==> src/rtl/imem_uart_loader.sv <==
// Boot loader: receives 8N1 UART bytes (word count, then big-endian words) and writes them to instruction RAM.
// The CPU is held in reset-like stall until the whole image has been written without error.
module imem_uart_loader #(
   parameter int BAUD_DIV  = 5208,
   parameter int MAX_WORDS = 128
) (
   input  logic        clk,
   input  logic        reset,
   input  logic        uart_rx,
   output logic        imem_we,
   output logic [31:0] imem_addr,
   output logic [31:0] imem_wdata,
   output logic        cpu_hold,
   output logic        load_done,
   output logic        load_err
);

   localparam logic [15:0] HALF_LAST = 16'(BAUD_DIV / 2 - 1);
   localparam logic [15:0] BIT_LAST  = 16'(BAUD_DIV - 1);

   typedef enum logic [1:0] {RX_IDLE, RX_START, RX_DATA, RX_STOP} rx_state_t;
   typedef enum logic [1:0] {HDR, DATA, DONE, ERR} state_t;

   logic        rx_s1_q, rx_s2_q, rx_prev_q;
   rx_state_t   rx_state_q;
   logic [15:0] baud_cnt_q;
   logic [2:0]  bit_cnt_q;
   logic [7:0]  shift_q;
   logic        byte_vld_q;
   logic        frame_err_q;

   state_t      state_q;
   logic [7:0]  count_q;
   logic [7:0]  index_q;
   logic [1:0]  byte_cnt_q;
   logic [23:0] asm_q;
   logic        we_q;
   logic [31:0] addr_q;
   logic [31:0] wdata_q;
   logic        hold_q;
   logic        done_q;
   logic        err_q;

   // rx_prev_q is the previous synchronized sample, used only for start-edge detection
   always_ff @(posedge clk or posedge reset) begin
      if (reset) begin
         rx_s1_q   <= 1'b1;
         rx_s2_q   <= 1'b1;
         rx_prev_q <= 1'b1;
      end else begin
         rx_s1_q   <= uart_rx;
         rx_s2_q   <= rx_s1_q;
         rx_prev_q <= rx_s2_q;
      end
   end

   always_ff @(posedge clk or posedge reset) begin
      if (reset) begin
         rx_state_q  <= RX_IDLE;
         baud_cnt_q  <= 16'd0;
         bit_cnt_q   <= 3'd0;
         shift_q     <= 8'd0;
         byte_vld_q  <= 1'b0;
         frame_err_q <= 1'b0;
      end else begin
         byte_vld_q  <= 1'b0;
         frame_err_q <= 1'b0;
         case (rx_state_q)
            RX_IDLE: begin
               if (rx_prev_q && !rx_s2_q) begin
                  rx_state_q <= RX_START;
                  baud_cnt_q <= 16'd0;
               end
            end
            RX_START: begin
               if (baud_cnt_q == HALF_LAST) begin
                  baud_cnt_q <= 16'd0;
                  bit_cnt_q  <= 3'd0;
                  rx_state_q <= rx_s2_q ? RX_IDLE : RX_DATA;
               end else begin
                  baud_cnt_q <= baud_cnt_q + 16'd1;
               end
            end
            RX_DATA: begin
               if (baud_cnt_q == BIT_LAST) begin
                  baud_cnt_q <= 16'd0;
                  shift_q    <= {rx_s2_q, shift_q[7:1]};
                  bit_cnt_q  <= bit_cnt_q + 3'd1;
                  if (bit_cnt_q == 3'd7) begin
                     rx_state_q <= RX_STOP;
                  end
               end else begin
                  baud_cnt_q <= baud_cnt_q + 16'd1;
               end
            end
            RX_STOP: begin
               if (baud_cnt_q == BIT_LAST) begin
                  baud_cnt_q  <= 16'd0;
                  byte_vld_q  <= rx_s2_q;
                  frame_err_q <= !rx_s2_q;
                  rx_state_q  <= RX_IDLE;
               end else begin
                  baud_cnt_q <= baud_cnt_q + 16'd1;
               end
            end
            default: rx_state_q <= RX_IDLE;
         endcase
      end
   end

   always_ff @(posedge clk or posedge reset) begin
      if (reset) begin
         state_q    <= HDR;
         count_q    <= 8'd0;
         index_q    <= 8'd0;
         byte_cnt_q <= 2'd0;
         asm_q      <= 24'd0;
         we_q       <= 1'b0;
         addr_q     <= 32'd0;
         wdata_q    <= 32'd0;
         hold_q     <= 1'b1;
         done_q     <= 1'b0;
         err_q      <= 1'b0;
      end else begin
         case (state_q)
            HDR: begin
               if (frame_err_q) begin
                  state_q <= ERR;
                  err_q   <= 1'b1;
               end else if (byte_vld_q) begin
                  count_q    <= shift_q;
                  index_q    <= 8'd0;
                  byte_cnt_q <= 2'd0;
                  if (shift_q == 8'd0) begin
                     state_q <= DONE;
                     hold_q  <= 1'b0;
                     done_q  <= 1'b1;
                  end else if ({24'd0, shift_q} > 32'(MAX_WORDS)) begin
                     state_q <= ERR;
                     err_q   <= 1'b1;
                  end else begin
                     state_q <= DATA;
                  end
               end
            end
            DATA: begin
               // Bytes are >= 10 bit times apart, so the write cycle never collides with a receive event
               if (we_q) begin
                  we_q    <= 1'b0;
                  index_q <= index_q + 8'd1;
                  if (index_q == count_q - 8'd1) begin
                     state_q <= DONE;
                     hold_q  <= 1'b0;
                     done_q  <= 1'b1;
                  end
               end else if (frame_err_q) begin
                  state_q <= ERR;
                  err_q   <= 1'b1;
               end else if (byte_vld_q) begin
                  asm_q      <= {asm_q[15:0], shift_q};
                  byte_cnt_q <= byte_cnt_q + 2'd1;
                  if (byte_cnt_q == 2'd3) begin
                     we_q    <= 1'b1;
                     wdata_q <= {asm_q, shift_q};
                     addr_q  <= {22'd0, index_q, 2'b00};
                  end
               end
            end
            default: we_q <= 1'b0;
         endcase
      end
   end

   assign imem_we    = we_q;
   assign imem_addr  = addr_q;
   assign imem_wdata = wdata_q;
   assign cpu_hold   = hold_q;
   assign load_done  = done_q;
   assign load_err   = err_q;

endmodule

==> config.mk <==
export PLATFORM = sky130hd
export DESIGN_NAME = imem_uart_loader
export DESIGN_NICKNAME = d
export VERILOG_FILES = /design/src/rtl/imem_uart_loader.sv
export SDC_FILE = /design/constraint.sdc
export NUM_CORES = 1
export LEC_CHECK = 0
export BUFFER_PORTS_ARGS = -buffer_cell sky130_fd_sc_hd__buf_4
export CORE_ASPECT_RATIO = 1.4
export CORE_UTILIZATION = 52
export CTS_CLUSTER_SIZE = 28
export DETAILED_ROUTE_END_ITERATION = 10
export HOLD_SLACK_MARGIN = 0.06
export PLACE_DENSITY = 0.86
export SLEW_MARGIN = 15
export SYNTH_ARGS = -nofsm -noshare
export SYNTH_HDL_FRONTEND = slang
export SYNTH_SLANG_ARGS = --single-unit
==> constraint.sdc <==
create_clock -name clk -period 3.5 [get_ports clk]
set_clock_uncertainty 0.1 [all_clocks]
set_input_delay 0.175 -clock clk [delete_from_list [all_inputs] [get_ports clk]]
set_output_delay 0.175 -clock clk [all_outputs]
set_load 0.05 [all_outputs]
Word-level counts from Yosys, hierarchy flattened
Index checks and enable logic that the tools add are counted.
{"block": "totals", "latch_bits": 0, "romBits": 0, "n_memories": 0, "mem_bits_rw": 0, "out_inout_bits": 68, "ff_bits": 122, "elab_cells": 135, "in_bits": 3}
{"block": "classes", "mux": 60, "bitwise": 2, "shifts": 0, "add_sub_neg": 5, "n_lt_le_gt_ge": 1, "div_mod_pow": 0, "reduce_logical": 19, "mul": 0, "n_eq_ne": 28}
{"op": "$mux W16", "count": 3}
{"op": "$pmux W16 S3", "count": 1}
{"op": "$mux W2", "count": 18}
{"op": "$ne A2 B2 Y1 const B", "count": 14}
{"op": "$mux W1", "count": 24}
{"op": "$mux W8", "count": 3}
{"op": "$reduce_and A6 Y1", "count": 3}
{"op": "$add A16 B1 Y16 const B", "count": 1}
{"op": "$eq A16 B12 Y1 const B", "count": 1}
{"op": "$eq A16 B13 Y1 const B", "count": 1}
{"op": "$pmux W8 S2", "count": 1}
{"op": "$ne A3 B3 Y1 const B", "count": 5}
{"op": "$reduce_and A4 Y1", "count": 3}
{"op": "$reduce_and A5 Y1", "count": 2}
{"op": "$add A8 B1 Y8 const B", "count": 1}
{"op": "$eq A8 B8 Y1", "count": 1}
{"op": "$gt A8 B8 Y1 const B", "count": 1}
{"op": "$logic_not A8 Y1", "count": 1}
{"op": "$pmux W1 S2", "count": 4}
{"op": "$pmux W2 S2", "count": 2}
{"op": "$pmux W2 S4", "count": 1}
{"op": "$sub A8 B1 Y8 const B", "count": 1}
{"op": "$eq A2 B2 Y1 const B", "count": 3}
{"op": "$mux W3", "count": 2}
{"op": "13 further kinds", "count": 18}

Logic depth before layout (Yosys ltp)
Gate-level depths: netlist of run 1.
{"block": "logic_depth", "ltp_word": 6, "depth_mapped": 7, "mapped_depth_nobuf": 7}

Least setup slack after synthesis of run 1
OpenSTA, ideal clock, no wires.
{"block": "synth_timing", "kind": "register to register", "from": "reg baud_cnt_q[0]", "to": "reg shift_q[0]", "setup_slack_ns": 1.524, "setup_time_ns": 0.125, "path_stages_with_launch": 7, "period_less_slack_ns": 1.976, "path_buffers": 1, "arrival_time_ns": 1.750, "required_time_ns": 3.275, "cell_sequence": "dfrtp_1 -> ha_1 -> nand4_1 -> nor4b_4 -> nand4_4 -> buf_6 -> mux2_4"}
{"block": "synth_via", "elab_chain_len": 2}
{"element": "start, declared", "line": "26", "source": "logic [15:0] baud_cnt_q;"}
{"element": "start signal, assigned", "line": "81", "source": "baud_cnt_q <= baud_cnt_q + 16'd1;"}
{"element": "start signal, assigned", "line": "93", "source": "baud_cnt_q <= baud_cnt_q + 16'd1;"}
{"element": "start signal, assigned", "line": "103", "source": "baud_cnt_q <= baud_cnt_q + 16'd1;"}
{"element": "$eq A16 B13 Y1", "line": "85", "source": "if (baud_cnt_q == BIT_LAST) begin"}
{"element": "$reduce_and A2 Y1 (no line)"}
{"element": "end signal, assigned", "line": "87", "source": "shift_q <= {rx_s2_q, shift_q[7:1]};"}
{"element": "end, declared", "line": "28", "source": "logic [7:0] shift_q;"}
Every way passes these cells.
A chain may end at the register's enable or synchronous reset.

Worst setup path after layout of run 1
{"block": "layout_timing", "from": "reg frame_err_q", "to": "reg addr_q[6] (netlist: imem_addr[6])"}
{"block": "layout_via", "elab_chain_len": 2}
{"element": "start, declared", "line": "30", "source": "logic frame_err_q;"}
{"element": "start signal, assigned", "line": "100", "source": "frame_err_q <= !rx_s2_q;"}
{"element": "$not A1 Y1 (no line)"}
{"element": "$reduce_and A5 Y1 (no line)"}
{"element": "end signal, assigned", "line": "165", "source": "addr_q <= {22'd0, index_q, 2'b00};"}
{"element": "end, declared", "line": "38", "source": "logic [31:0] addr_q;"}
Every way passes these cells.

==> results by group, run 1 <==
Detailed routing
  – Detailed Route Iter0 Violations: 261
  – Vias: ~3800
  – Final wirelength: 11400 um
  – Vias per Instance: around 5.6
  – Detailed Routing Iterations Pass 1: 4
  – DR WL/cell: between 15 and 20 um
  – DRC Markers: 0
  – Remaining antenna violation count: 0

GRT
  – Total gr overflow: 0
  – Vias in the first global route: slightly below 4000
  – Antenna violations before repair: 0
  – Global Route Usage Sum: 0.217
  – Pin count of the biggest net entering global routing: roughly 80
  – First-pass GRT wire length: between 15000 and 20000 um

Placement
  – IO Port Bufs: 46
  – Detailed Place HPWL: approximately 7300 um
  – Routability cong.: around 0.86
  – Dpl cell area: between 6000 and 7000 um2

Critical path
  – Crit Path Class: flip-flop to flip-flop
  – WP buf/inv: 1
  – Critical Path AT: ~2.9 ns
  – CP top delay family: simple AND/OR/NAND/NOR gates
  – Slowest CP cell: nand2_2
  – Worst Setup End Kind: flip-flop
  – CP Cell Sequence: nand2b_1 > nor3_4 > buf_4 > nand2_2 > mux2_1
  – Worst Path Max Fanout: 41
  – Element type at the critical path start: flip-flop
  – CP required: 3.68 ns
  – Worst stage delay on the critical path: 0.67 ns

Timing
  – Shortest period the worst path allows: around 2.7 ns
  – Period utilization: 0.766
  – Unrepaired setup endpoints after global routing: no
  – Final worst hold slack: 0.257 ns
  – Fmax: roughly 370 MHz
  – Total negative slack: 0 ns
  – Max_slew headroom: 0.312
  – Max Slew Vio Count: 0
  – Final setup vio count: 0
  – Slew @ Worst Pin: between 1 and 1.5 ns
  – Fin. Hold Viols: 0

Clock tree
  – CTS tree: built
  – CTS H-Tree Depth: 4
  – CTS max path bufs: 2
  – Clock slew seen by the registers of the worst setup and hold paths: 0.06 ns
  – TritonCTS Buffers: 17
  – Clk sinks: 122
  – Worst skew pair latency: 0.41 ns
  – Setup Buffers After CTS: 0
  – Clock root buffer: clkbuf_16

Yosys
  – Post-synth ARST share: 1.00
  – Mapped Cells: approximately 480
  – Cell Area, Synth: about 5600 um2
  – Mean Syn Cell Area: 11.8 um2
  – Post-synth EDFFs: 0
  – Synth cell types: 66
  – Sequential area share after synthesis: 0.542
  – Ys Warns: 0
  – FF+latch count, synth: ~120
  – Most used DFF post-synth: dfrtp_1

Power
  – Total power: between 3000 and 4000 uW
  – Power per Cell Area: 532 nW/um2
  – Peak supply drop: ~390 uV
  – Static Leak: 0.00329 uW

Die
  – Core area: 10500 um2
  – Die W: ~90 um
  – Io pins: 71
  – FP Rows: between 40 and 50
  – Full die area: ~11000 um2
  – Die Span Y: 125 um
  – Initial Util: 0.539

Cells and area
  – Area grow syn2layout: 17.9%
  – Design area: roughly 6700 um2
  – Share of cells above drive strength 1: 0.322
  – Fillers: around 770
  – Ant. Diodes: 0
  – Most frequent cells in the layout: 118 x dfrtp_1, 67 x mux2_2, 49 x buf_4, 48 x nand2_1, 32 x nor2_1
  – Most common cell after layout, fill and taps aside: dfrtp_1
  – Layout Nets: 540

Flow run
  – Max-cap violations: 0

Min path
  – HP Class: flip-flop to flip-flop

Status
  – Run status: finished, final reports clean
[power by group]
| group | total [uW] | internal, uW | switching, uW |
|---|---|---|---|
| clock | 1800 | 1180 | 621 |
| combinational | 213 | 57.7 | 155 |
| sequential | 1530 | 1460 | 69.7 |
[logic make-up after synthesis]
family | count (synthesis) | synth area share
other | 1 | 0.000665
adder cells (fa/ha/maj) | 6 | 0.0133
AO/OA/AOI/OAI | 52 | 0.0634
AND/OR/NAND/NOR | 147 | 0.143
multiplexers | 73 | 0.147
flip-flops | 122 | 0.542
buffers and inverters | 55 | 0.0588
XOR/XNOR | 21 | 0.0326
[timing repair]
| action | CTS | global route |
|---|---|---|
| hold buffers | 2 | 0 |
| resized for setup | 0 | 0 |
| endpoints found under the hold margin | 39 | 0 |
[metrics by stage]
stage	setup WS [ns]	instances	utilization
after global placement	0.987	648	0.576
after global routing	0.667	682	0.636
after floorplan	1.52	500	-
after detailed placement	0.839	648	0.576
after CTS	0.814	682	0.636
final	0.820	682	0.636
[synthesized netlist by cell type, types with 3 or more instances]
library cell | count | share of area
a21oi_1 | 4 | 0.0035
nor4b_1 | 3 | 0.0047
xnor2_1 | 14 | 0.022
ha_1 | 6 | 0.013
mux2_2 | 67 | 0.13
nand3_1 | 12 | 0.011
nor4_1 | 5 | 0.0055
inv_1 | 15 | 0.010
o211ai_1 | 3 | 0.0040
xor2_1 | 7 | 0.011
or2_2 | 4 | 0.0044
buf_6 | 3 | 0.0060
o21ai_0 | 18 | 0.016
nand4_1 | 6 | 0.0067
o22ai_1 | 4 | 0.0044
a31oi_1 | 3 | 0.0033
dfstp_2 | 4 | 0.019
buf_4 | 24 | 0.032
dfrtp_1 | 118 | 0.52
clkbuf_1 | 3 | 0.0020
nor3_1 | 9 | 0.0080
buf_2 | 10 | 0.0089
nor2_1 | 32 | 0.021
nand2_1 | 49 | 0.033
[sequential cells by signal, summed over array words and instances (netlist names), 2 cells and up, named ones only]
register,count
baud_cnt_q,16
imem_wdata,32
state_q,2
byte_cnt_q,2
index_q,8
count_q,8
asm_q,24
imem_addr,8
bit_cnt_q,3
shift_q,8
[routing by layer]
layer	track usage	wire, um
met5	0	0
met3	0.0681	412
met2	0.386	6360
met4	0.0901	272
met1	0.238	4410
[area by class of cell]
class	instances	area, um2	area share
flip-flops and latches	122	3060	0.459
multi-input cells	323	2340	0.352
clock buffers	22	474	0.0713
repair buffers	52	408	0.0613
well taps	138	173	0.0259
clock inverters	10	140	0.0211
inverters	15	60.1	0.00902
[final timing paths]
kind	start	to	slack, ns	depth (start not counted)
setup / recovery	frame_err_q	imem_addr[6]	0.82	5
hold / removal	rx_s1_q	rx_s2_q	0.26	0
setup reg to reg	frame_err_q	imem_addr[6]	0.82	5
hold reg to reg	rx_s1_q	rx_s2_q	0.26	0
max in group asynchronous	reset	rx_prev_q	1.99	4
min in group asynchronous	reset	baud_cnt_q[14]	0.42	3
No activity file was read; power rests on OpenSTA's default activity.
==> run 2: changes to the inputs <==
ABC_AREA = 1   (was unset)
clock period = 2.26 ns   (was 3.5 ns; I/O delays follow)
==> run 2 against run 1 <==
Non-clock buffer count up 7. Cell count up 25%. Global-route usage up 1.8 points. Die area up 0.61%. Maximum frequency up 34%. Routed wire length up 8.4%. Synthesized cell count up 35%. Critical path depth up 7. Worst setup slack worse by 0.56 ns. Register-to-register slack worse by 0.56 ns. Clock-buffer cell count down 4. Combinational power up 140%.
==> results by group, run 2 <==
Status
  – Run status: finished, final reports clean

Timing
  – Shortest period the worst path allows: 2.00 ns (-0.680 ns)
  – Max_slew headroom: 0.497 (+0.185)
  – Fin. Hold Viols: 0 (unchanged)
  – Fmax: 500 MHz (+34%)
  – Total negative slack: 0 ns (unchanged)
  – Period utilization: 0.885 (+0.119)
  – Unrepaired setup endpoints after global routing: no
  – Max Slew Vio Count: 0 (unchanged)
  – Slew @ Worst Pin: 0.753 ns (-0.275 ns)
  – Final setup vio count: 0 (unchanged)

Cells and area
  – Area grow syn2layout: 18.8%
  – Most frequent cells in the layout: 148 x nand2_1, 118 x dfrtp_1, 69 x inv_1, 54 x buf_4, 43 x o21ai_0
  – Share of cells above drive strength 1: 0.170 (-0.151)
  – Fin util: 0.641 (+0.00524)
  – Final instance count without filler cells: 854 (+25%)
  – Ant. Diodes: 0 (unchanged)
  – Most common cell after layout, fill and taps aside: nand2_1
  – Largest register FFs: 32 (unchanged)
  – Layout Nets: 712 (+32%)
  – Design area: 6750 um2 (+1.4%)

Power
  – Power per Cell Area: 806 nW/um2 (+52%)
  – Peak supply drop: 632 uV (+61%)
  – Sw frac: 0.262 (+0.0226)
  – Internal: 4010 uW (+49%)
  – Reg power frac: 0.421 (-0.011)
  – P_sw: 1420 uW (+68%)
  – Clock network power share: 0.485 (-0.023)
  – Static Leak: 0.00323 uW (-1.8%)
  – Comb pwr share: 0.093 (+0.033)

Detailed routing
  – Final wirelength: 12400 um (+8.4%)
  – Vias: 4635 (+21%)
  – Detailed Routing Iterations Pass 1: 4 (unchanged)
  – Detailed Route Iter0 Violations: 328 (+26%)
  – DR WL/cell: 14.5 um (-13%)
  – Vias per Instance: 5.43 (-3.1%)
  – DRC Markers: 0 (unchanged)
  – Remaining antenna violation count: 0 (unchanged)

Clock tree
  – TritonCTS Buffers: 17 (unchanged)
  – CTS max path bufs: 2 (unchanged)
  – Clock slew seen by the registers of the worst setup and hold paths: 0.05 ns (about the same)
  – Worst skew pair latency: 0.41 ns (about the same)
  – CTS tree: built
  – Clk sinks: 122 (unchanged)
  – CTS H-Tree Depth: 4 (unchanged)
  – Clock root buffer: clkbuf_16
  – Setup Buffers After CTS: 0 (unchanged)

Die
  – Die Span Y: 126 um (+0.31%)
  – Core area: 10500 um2 (+0.53%)
  – Io pins: 71 (unchanged)
  – FP Rows: 44 (unchanged)
  – Die W: 90.3 um (+0.31%)
  – Initial Util: 0.540 (about the same)
  – Full die area: 11300 um2 (+0.61%)

Yosys
  – Synth cell types: 38 (-42%)
  – Post-synth ARST share: 1.00 (unchanged)
  – Most used DFF post-synth: dfrtp_1
  – FF+latch count, synth: 122 (unchanged)
  – Synth cell count leaders: 148 x nand2_1, 118 x dfrtp_1, 70 x inv_1
  – Area share of the largest cell type after synthesis: 0.520 (-0.00323)
  – Ys Warns: 0 (unchanged)
  – Mean Syn Cell Area: 8.80 um2 (-26%)
  – Synth area leader: dfrtp_1
  – Cell Area, Synth: 5680 um2 (+0.62%)
  – Post-synth EDFFs: 0 (unchanged)
  – Top cells by area, synth: dfrtp_1 52%, nand2_1 9.8%, inv_1 4.6%
  – Count leader, synth: nand2_1
  – Mapped Cells: 645 (+35%)
  – Sequential area share after synthesis: 0.539 (-0.00334)

Placement
  – Dpl cells: 820 (+27%)
  – IO Port Bufs: 46 (unchanged)
  – Detailed Place HPWL: 8310 um (+13%)
  – Routability cong.: 0.943 (+9.8%)
  – Dpl cell area: 6140 um2 (+1.9%)

GRT
  – First-pass GRT wire length: 21300 um (+12%)
  – Antenna violations before repair: 0 (unchanged)
  – Pin count of the biggest net entering global routing: 50 (-39%)
  – Total gr overflow: 0 (unchanged)
  – Vias in the first global route: 4661 (+20%)
  – Global Route Usage Sum: 0.235 (+0.0185)

Critical path
  – Element type at the critical path start: flip-flop
  – Slowest CP cell: dfrtp_1
  – Worst Path Max Fanout: 6 (-85%)
  – Critical Path AT: 2.25 ns (-0.61 ns)
  – Worst stage delay on the critical path: 0.41 ns (-0.26 ns)
  – Worst Setup End Kind: flip-flop
  – CP top delay family: simple AND/OR/NAND/NOR gates
  – Crit Path Class: flip-flop to flip-flop
  – WP buf/inv: 2 (+1)
  – CP required: 2.51 ns (-1.17 ns)
  – CP Cell Sequence: inv_1 > ha_1 > inv_1 > nand2_1 > nand3_1 > nand2_1 > nand3_1 > nor2_1 > nand3_1 > nand2_1 > nand3_1 > nand2_1

Flow run
  – Max-cap violations: 0 (unchanged)

Min path
  – HP Class: input pin to flip-flop
run 2: changes by cell type after synthesis, sizes merged, moves of 12 or more:
cell / previous run / this run
nand3: 12 / 37
xnor2: 14 / 2
inv: 15 / 76
nand2: 49 / 150
o21ai: 18 / 84
mux2: 71 / 9
nor2: 34 / 48
run 2: kinds of logic (layout without fill, tap and decap cells):
| family | count (synthesis) | in the layout | share of synthesized area |
|---|---|---|---|
| XOR/XNOR | 13 | 13 | 0.0201 |
| multiplexers | 9 | 9 | 0.0225 |
| AND/OR/NAND/NOR | 270 | 270 | 0.211 |
| flip-flops | 122 | 122 | 0.539 |
| other | 1 | 24 | 0.000660 |
| buffers and inverters | 119 | 167 | 0.0978 |
| AO/OA/AOI/OAI | 105 | 105 | 0.0961 |
| adder cells (fa/ha/maj) | 6 | 6 | 0.0132 |
run 2: through the flow:
step / power [uW] / hold WS (ns) / worst slack [ns]
3_5_place_dp: 2830 / 0.128 / 0.291
6_report: 5440 / 0.252 / 0.261
4_1_cts: 5470 / 0.241 / 0.271
3_3_place_gp: 2810 / 0.123 / 0.404
2_1_floorplan: 2740 / 0.0175 / 0.553
5_1_grt: 5620 / 0.255 / 0.0185
run 2: final cells by class:
| cell class | instances | area [um2] |
|---|---|---|
| repair buffers | 59 | 485 |
| multi-input cells | 427 | 2150 |
| well taps | 138 | 173 |
| clock buffers | 18 | 439 |
| inverters | 76 | 289 |
| flip-flops and latches | 122 | 3060 |
| fillers | 775 | 3770 |
| clock inverters | 14 | 150 |
run 2: power by group through the flow:
stage,Sequential [uW],Combinational [uW],Clock (uW)
global route,2300,569,2750
detailed placement,2330,499,0
finish,2290,507,2640
CTS,2290,505,2670
floorplan,2320,421,0
global placement,2330,482,0
run 2: path summary, 6_finish.rpt:
| check | slack (ns) | end | start | depth (start not counted) |
|---|---|---|---|---|
| min in group asynchronous | 0.29 | asm_q[5] | reset | 3 |
| max in group asynchronous | 1.12 | cpu_hold | reset | 4 |
| min reg2reg | 0.25 | rx_s2_q | rx_s1_q | 0 |
| max | 0.26 | state_q[1] | count_q[0] | 12 |
| min | 0.25 | rx_s1_q | uart_rx | 2 |
| max reg2reg | 0.26 | state_q[1] | count_q[0] | 12 |
run 2: what timing repair did:
action	CTS	global route
hold endpoints to repair	28	0
resized for setup	0	0
hold buffers	2	0
run 2: routing by layer:
metal  track usage  vias up  part of all wire
li1              -     2166                 -
met2         0.419      160              0.53
met3        0.0519       49             0.041
met4         0.134        0             0.039
met1         0.258     2260              0.39
met5             0        -                 0
==> run 3: changes to the inputs <==
CORE_MARGIN = 5   (was unset)
PLACE_DENSITY = 0.78   (was 0.86)
==> run 3 against run 2 <==
Global-route usage decreased by 4.4 points. Sequential power about the same. Register-to-register slack about the same. Flip-flop and latch count unchanged.
==> results by group, run 3 (same netlist as run 2, synthesis figures left out) <==
Critical path
  – Worst Path Max Fanout: 20 (+14)
  – Worst R2R Path Depth: 8 (-4)
  – Worst flop-to-flop path startpoint: baud_cnt_q[0]
  – Reg2Reg Setup Slack: 0.26 ns (about the same)
  – Worst Setup End Kind: flip-flop
  – Crit Path Class: flip-flop to flip-flop
  – Critical Path AT: 2.18 ns (-0.07 ns)
  – Element type at the critical path start: flip-flop
  – CP required: 2.44 ns (-0.07 ns)
  – Reg2Reg Capture Point: bit_cnt_q[0]

Die
  – Die Span Y: 134 um (+6.4%)
  – Io pins: 71 (unchanged)
  – FP Rows: 45 (+2.3%)
  – Full die area: 13100 um2 (+16%)
  – Initial Util: 0.528 (-0.0120)
  – Core area: 10800 um2 (+2.3%)
  – Die W: 98.3 um (+8.9%)

Cells and area
  – Most common cell after layout, fill and taps aside: nand2_1
  – Layout Nets: 711 (-0.14%)
  – Ant. Diodes: 0 (unchanged)
  – Design area: 6790 um2 (+0.69%)
  – Most frequent cells in the layout: 148 x nand2_1, 118 x dfrtp_1, 69 x inv_1, 54 x buf_4, 43 x o21ai_0
  – Share of cells above drive strength 1: 0.168 (-0.00256)
  – Final instance count without filler cells: 856 (+0.23%)
  – Area grow syn2layout: 19.6%
  – Largest register FFs: 32 (unchanged)

Timing
  – Setup WS post-layout: 0.256 ns (-0.00468 ns)
  – Total negative slack: 0 ns (unchanged)
  – Unrepaired setup endpoints after global routing: no
  – Max Slew Vio Count: 0 (unchanged)
  – Period utilization: 0.887 (+0.00207)
  – Fin. Hold Viols: 0 (unchanged)
  – Fmax: 499 MHz (-0.23%)
  – Shortest period the worst path allows: 2.00 ns (+0.00468 ns)
  – Final setup vio count: 0 (unchanged)
  – Max_slew headroom: 0.542 (+0.0452)
  – Slew @ Worst Pin: 0.681 ns (-0.0725 ns)

Clock tree
  – Worst skew pair latency: 0.41 ns (about the same)
  – Hold Buf Count CTS: 2 (unchanged)
  – CTS H-Tree Depth: 4 (unchanged)
  – Clock root buffer: clkbuf_16
  – Clock slew seen by the registers of the worst setup and hold paths: 0.06 ns (about the same)
  – Setup Buffers After CTS: 0 (unchanged)
  – CTS max path bufs: 2 (unchanged)
  – TritonCTS Buffers: 17 (unchanged)
  – Cts repair resizes: 0 (unchanged)
  – CTS tree: built
  – Clk sinks: 122 (unchanged)

Power
  – Static Leak: 0.00326 uW (+0.92%)
  – Total power: 5730 uW (+5.4%)
  – Power per Cell Area: 844 nW/um2 (+4.7%)
  – Peak supply drop: 480 uV (-24%)

Detailed routing
  – Remaining antenna violation count: 0 (unchanged)
  – Vias: 4389 (-5.3%)
  – DRC Markers: 0 (unchanged)
  – Vias per Instance: 5.13 (-5.5%)
  – Final wirelength: 11700 um (-5.4%)
  – DR WL/cell: 13.7 um (-5.7%)
  – Detailed Route Iter0 Violations: 267 (-19%)
  – Detailed Routing Iterations Pass 1: 5 (+1)

Placement
  – IO Port Bufs: 46 (unchanged)
  – Dpl cell area: 6120 um2 (-0.26%)
  – Detailed Place HPWL: 8040 um (-3.2%)
  – Pre-CTS setup slack: 0.296 ns (+0.00495 ns)
  – Dpl cells: 822 (+0.24%)
  – Routability cong.: 0.898 (-4.8%)

GRT
  – Pin count of the biggest net entering global routing: 123 (+150%)
  – Global Route Usage Sum: 0.192 (-0.0436)
  – First-pass GRT wire length: 20200 um (-5.0%)
  – Vias in the first global route: 4441 (-4.7%)
  – Antenna violations before repair: 0 (unchanged)
  – Total gr overflow: 0 (unchanged)

Min path
  – Hold depth: 2 (unchanged)
  – WHS Endpoint: rx_s1_q
  – Hold path start: uart_rx
  – HP Class: input pin to flip-flop

Status
  – Run status: finished, final reports clean

Flow run
  – Max-cap violations: 0 (unchanged)
-- run 3: cell count changes in the layout (fill, tap and decap cells not counted), sizes merged --
cell | before | now
clkbuf | 18 | 20
bufinv | 2 | 5
clkinv | 6 | 3
clkinvlp | 7 | 5
buf | 57 | 56
-- run 3: critical path: stages (launching register included) --
cell and delay (ns):
dfrtp_1 0.39, ha_1 0.24, nand2_1 0.10, nor3_1 0.18, nand2_1 0.12, inv_1 0.10
nand2_1 0.33, nand3_1 0.21, o21ai_1 0.08
-- run 3: power by group --
part,internal [uW],switching (uW)
Combinational,118,376
Sequential,2240,59.5
Clock,2010,935
-- run 3: how the worst max path moves through the flow --
stage | start | cells after the start | to
after floorplan | reset | 1 | async pin
after global placement | baud_cnt_q[14] | 8 | bit_cnt_q[0]
after detailed placement | baud_cnt_q[0] | 8 | bit_cnt_q[0]
after CTS | baud_cnt_q[0] | 8 | bit_cnt_q[0]
after global routing | baud_cnt_q[0] | 7 | shift_q[5]
final | baud_cnt_q[0] | 8 | bit_cnt_q[0]
-- run 3: cell type report --
cell class	instances	area, um2
Fill cell	824	3960
Sequential cell	122	3060
Multi-Input combinational cell	427	2150
Timing Repair Buffer	58	465
Clock buffer	20	457
Inverter	76	289
Clock inverter	12	195
Tap cell	141	176
-- run 3: layer usage --
| layer | share of wire | vias to the layer above | GRT usage |
|---|---|---|---|
| li1 | - | 2173 | - |
| met1 | 0.38 | 2060 | 0.206 |
| met2 | 0.54 | 124 | 0.339 |
| met3 | 0.049 | 32 | 0.0492 |
| met4 | 0.028 | 0 | 0.107 |
| met5 | 0 | - | 0 |
-- run 3: through the flow --
step           hold WS, ns  utilization
2_1_floorplan       0.0175            -
6_report             0.247        0.632
4_1_cts              0.231        0.632
3_3_place_gp         0.123        0.569
5_1_grt              0.255        0.632
3_5_place_dp         0.123        0.569
